File: src/rtl/seg7_scan_driver.sv
// Six-digit multiplexed seven-segment driver: one guarded slot per digit, with
// per-digit blink, decimal points, hours-tens zero blanking and a dash for non-BCD codes.
module seg7_scan_driver #(
    parameter int REFRESH_DIV = 100000,
    parameter int GUARD       = 4,
    parameter int BLINK_SCANS = 83
) (
    input  logic        clk,
    input  logic        clr,
    input  logic        en,
    input  logic [23:0] digits,
    input  logic [5:0]  blink_mask,
    input  logic [5:0]  dp_mask,
    input  logic        lz_blank,
    output logic [5:0]  an,
    output logic [6:0]  seg,
    output logic        dp
);
    // state | meaning
    // BLANK | guard interval, every anode off; cur is latched at pcnt==0
    // ON    | digit idx is driven unless blinked off or zero-blanked
    typedef enum logic {BLANK, ON} state_t;

    localparam int PW = $clog2(REFRESH_DIV);
    localparam int SW = (BLINK_SCANS > 1) ? $clog2(BLINK_SCANS) : 1;
    localparam logic [PW-1:0] PCNT_LAST  = PW'(REFRESH_DIV - 1);
    localparam logic [PW-1:0] GUARD_LAST = PW'(GUARD - 1);
    localparam logic [SW-1:0] SCNT_LAST  = SW'(BLINK_SCANS - 1);

    state_t        st, st_nx;
    logic [PW-1:0] pcnt, pcnt_nx;
    logic [2:0]    idx, idx_nx;
    logic [SW-1:0] scnt, scnt_nx;
    logic          bph, bph_nx;
    logic [3:0]    cur, cur_nx;
    logic [5:0]    an_nx;
    logic [6:0]    seg_nx;
    logic          dp_nx;
    logic          suppressed;

    function automatic logic [6:0] decode(input logic [3:0] code);
        case (code)
            4'd0:    decode = 7'b1000000;
            4'd1:    decode = 7'b1111001;
            4'd2:    decode = 7'b0100100;
            4'd3:    decode = 7'b0110000;
            4'd4:    decode = 7'b0011001;
            4'd5:    decode = 7'b0010010;
            4'd6:    decode = 7'b0000010;
            4'd7:    decode = 7'b1111000;
            4'd8:    decode = 7'b0000000;
            4'd9:    decode = 7'b0010000;
            default: decode = 7'b0111111;
        endcase
    endfunction

    always_comb begin
        st_nx   = st;
        pcnt_nx = pcnt;
        idx_nx  = idx;
        scnt_nx = scnt;
        bph_nx  = bph;
        cur_nx  = cur;
        an_nx   = 6'b111111;
        seg_nx  = 7'h7F;
        dp_nx   = 1'b1;
        suppressed = (!bph && blink_mask[idx]) ||
                     (idx == 3'd5 && lz_blank && cur == 4'd0);

        if (!en) begin
            // Re-enable restarts the slot anyway, so parking at its start is
            // indistinguishable from freezing and makes the relatch automatic.
            st_nx   = BLANK;
            pcnt_nx = '0;
        end else begin
            if (st == BLANK && pcnt == '0)
                cur_nx = digits[{idx, 2'b00} +: 4];

            if (st == ON && !suppressed) begin
                an_nx  = ~(6'b000001 << idx);
                seg_nx = decode(cur);
                dp_nx  = ~dp_mask[idx];
            end

            if (pcnt == PCNT_LAST) begin
                pcnt_nx = '0;
                st_nx   = BLANK;
                if (idx == 3'd5) begin
                    idx_nx = '0;
                    if (scnt == SCNT_LAST) begin
                        scnt_nx = '0;
                        bph_nx  = ~bph;
                    end else begin
                        scnt_nx = scnt + 1'b1;
                    end
                end else begin
                    idx_nx = idx + 3'd1;
                end
            end else begin
                pcnt_nx = pcnt + 1'b1;
                if (st == BLANK && pcnt == GUARD_LAST)
                    st_nx = ON;
            end
        end
    end

    always_ff @(posedge clk or posedge clr) begin
        if (clr) begin
            st   <= BLANK;
            pcnt <= '0;
            idx  <= '0;
            scnt <= '0;
            bph  <= 1'b1;
            cur  <= '0;
            an   <= 6'b111111;
            seg  <= 7'h7F;
            dp   <= 1'b1;
        end else begin
            st   <= st_nx;
            pcnt <= pcnt_nx;
            idx  <= idx_nx;
            scnt <= scnt_nx;
            bph  <= bph_nx;
            cur  <= cur_nx;
            an   <= an_nx;
            seg  <= seg_nx;
            dp   <= dp_nx;
        end
    end
endmodule

File: config.mk
export PLATFORM = sky130hd
export DESIGN_NAME = seg7_scan_driver
export DESIGN_NICKNAME = d
export VERILOG_FILES = /design/src/rtl/seg7_scan_driver.sv
export SDC_FILE = /design/constraint.sdc
export NUM_CORES = 1
export LEC_CHECK = 0
export CAP_MARGIN = 25
export CORE_MARGIN = 2
export CORE_UTILIZATION = 51
export CTS_CLUSTER_SIZE = 28
export DETAILED_ROUTE_END_ITERATION = 10
export HOLD_SLACK_MARGIN = 0.12
export PLACE_DENSITY = 0.8
export REMOVE_ABC_BUFFERS = 1
export SETUP_SLACK_MARGIN = 0.4
export SYNTH_ARGS = -nofsm -noshare
export SYNTH_HDL_FRONTEND = slang
export SYNTH_SLANG_ARGS = --single-unit
export TNS_END_PERCENT = 100
File: constraint.sdc
create_clock -name clk -period 2.1 [get_ports clk]
set_input_delay 0.42 -clock clk [delete_from_list [all_inputs] [get_ports clk]]
set_output_delay 0.42 -clock clk [all_outputs]
set_load 0.05 [all_outputs]
==> impl_metrics.ini <==
[run_status]
status = finished, final reports clean

[timing]
setup_viol = 0
relSlewSlack_pct = 73.8
slew_viol_final = 0
setup_tns_ns = 0
hold_viol_final = 0
worst_slack_ns = 0.214
tightest_slew_ns = 0.392
grt_setup_unrepaired = true
skew_ns = 0.00593
min_period_ns = 1.89
period_share_pct = 89.8
fmax_mhz = 530

[global_routing]
grt_usage_pct = 22.5
grt_antenna_before_repair = 0
first_global_vias = 2001
overflow = 0
grt_first_pass_wirelength_um = 9460
grt_start_max_net_pins = 33

[setup_path]
path_class = flop to flop
required_ns = 2.35
rr_worst_depth = 5
cp.arrival_ns = 2.13
worstPathMaxFanout = 5
cp-start-kind = flop
crit_path_end_kind = flop

[route]
wire_per_inst_um = 15.9
drtIter0Drc = 89
num_vias = 2197
via_per_inst = 5.42
totalWireLength_um = 6440
ant_nets = 0
drc_errors = 0
dr.pass1.iters = 4

[hold_path]
hold_class = input pin to asynchronous set/reset pin

[synthesis]
synth_compound_area_share_pct = 7.28
synth-async-reset-ratio_pct = 100
postSynthAreaPerCell_um2 = 10.0
synth_ff_type = dfrtp_1
synth_top_area_cell = dfrtp_1
ys_warn_count = 0
synth_edf_count = 0
synthTopCellsByArea = dfrtp_1, dfstp_2, ha_1, nor2_1, mux4_2
netlist_instances = 255
synthXorXnorAreaFrac_pct = 6.15
seq_area_frac_synth_pct = 46.6
syn-cell-area_um2 = 2560
synthMuxAreaShare_pct = 8.06
synth_top_family_by_area = simple AND/OR/NAND/NOR gates
synthAdderAreaFrac_pct = 5.37
yosys.area_share.simple_pct = 23.1
yosysTopAreaCellShare_pct = 31.3
ys_seq_elements = 47
ys_types = 43

[floorplanning]
die_h_um = 74.9
core_um2 = 4790
fp-row-count = 25
start_util_pct = 53.5
die_area_um2 = 5610
chipWidth_um = 74.9
ioPinCount = 54

[job]
maxCapViolations = 0

[placed_design]
portBuffers = 53
hpwlAfterDp_um = 4150
place_congestion = 0.820
pre_cts_ws_ns = 0.0929
dpl_cell_area_um2 = 3210
dp.cells = 376

[clock_network]
cts_tree = done
clockBufferDepth = 2
clk_pin_slew_worst_paths_ns = 0.09
ctsHoldBuffers = 0
cts_made_buffers = 5
cts_sinks = 47
clk_latency_ns = 0.30
root_buffer = clkbuf_8
htreeDepth = 2

[cells_and_area]
fin_area_um2 = 3620
final_common_cell = clkdlybuf4s50_1
drive_above_1_share_pct = 30.8
syn2layout_area_growth_pct = 41.2
num-nets-final = 388
layout_common_cells = clkdlybuf4s50_1, nor2_1, dfrtp_1, nand2_1, buf_4
instances_no_fill = 405
diodes = 0

[pwr]
vdd_ir_drop_max_v = 0.000388
p_per_area_nw_per_um2 = 524
p_leak_nw = 1.51
==> kinds of logic after synthesis <==
group	after synthesis
buffers and inverters	20
xor gates and xnor gates	18
AOI/OAI and AO/OA	34
and+or+nand+nor	112
adders and majority gates	11
DFF	47
muxes	13
==> path summary, 6_finish.rpt <==
path	startpoint	to	slack, ns
min	clr	pcnt[9]	0.42
max reg2reg	pcnt[5]	scnt[2]	0.21
max in group asynchronous	clr	dp	1.13
min reg2reg	scnt[6]	scnt[6]	0.52
max	pcnt[5]	scnt[2]	0.21
min in group clk	scnt[6]	scnt[6]	0.52
==> through the flow <==
step | utilization (%) | hold WS, ns | power, mW
after floorplan | - | 0.445 | 1.16
after global placement | 67.0 | 0.476 | 1.28
after detailed placement | 67.0 | 0.474 | 1.29
after CTS | 72.4 | 0.421 | 1.88
after global routing | 75.6 | 0.452 | 1.99
final | 75.6 | 0.417 | 1.89
==> critical path, stage by stage (launching register included) <==
cell,delay [ns]
dfrtp_1,0.41
or2_4,0.28
nor4_4,0.38
nand4_4,0.18
or4_4,0.50
nand2_1,0.08
==> cell usage after synthesis (2+ instances only) <==
library cell  number
o31ai_1            4
and3_1             3
buf_2              3
xor2_1            10
dfrtp_1           32
inv_1             11
nand2_1           27
mux4_2             6
o22ai_1            2
nand4_1            4
ha_1              11
a21oi_1           11
or4_1              4
nor3_1             5
clkbuf_1           3
mux2i_1            6
dfstp_2           15
o21ai_0           15
xnor2_1            8
nor2_1            36
nand3_1           12
nor2b_1            3
nand2b_1           4
==> repair_timing <==
action | 4_1_cts | 5_1_grt
endpoints found under the hold margin | 0 | 0
gates resized for setup | 44 | 25
endpoints found under the setup margin | 54 | 46
pin swaps | 10 | 7
buffers inserted | 11 | 8
gates cloned | 1 | 1
==> layout make-up <==
class | instances | area, µm²
Multi-Input combinational cell | 188 | 1400
Inverter | 12 | 45.0
Timing Repair Buffer | 83 | 795
Tap cell | 67 | 83.8
Clock buffer | 7 | 86.3
Clock inverter | 1 | 5.00
Fill cell | 313 | 1170
Sequential cell | 47 | 1200
==> power by group <==
group	total, mW	switching, mW	leakage (nW)	internal [mW]
combinational	0.348	0.162	0.871	0.186
clock	0.565	0.299	0.0482	0.266
sequential	0.982	0.0471	0.588	0.935
==> registers in the layout, indices dropped and copies added (netlist names) <==
register  cells
scnt          7
seg           7
st            1
an            6
pcnt         17
bph           1
cur           4
idx           3
dp            1
==> per-layer routing <==
layer | routed length [µm] | vias up | GRT usage, %
li1 | - | 1040 | -
met1 | 2690 | 1096 | 29.4
met2 | 3490 | 50 | 36.7
met3 | 181 | 11 | 5.35
met4 | 89 | 0 | 8.13
met5 | 0 | - | 0
Note: power is estimated with default switching activity, not from simulation.
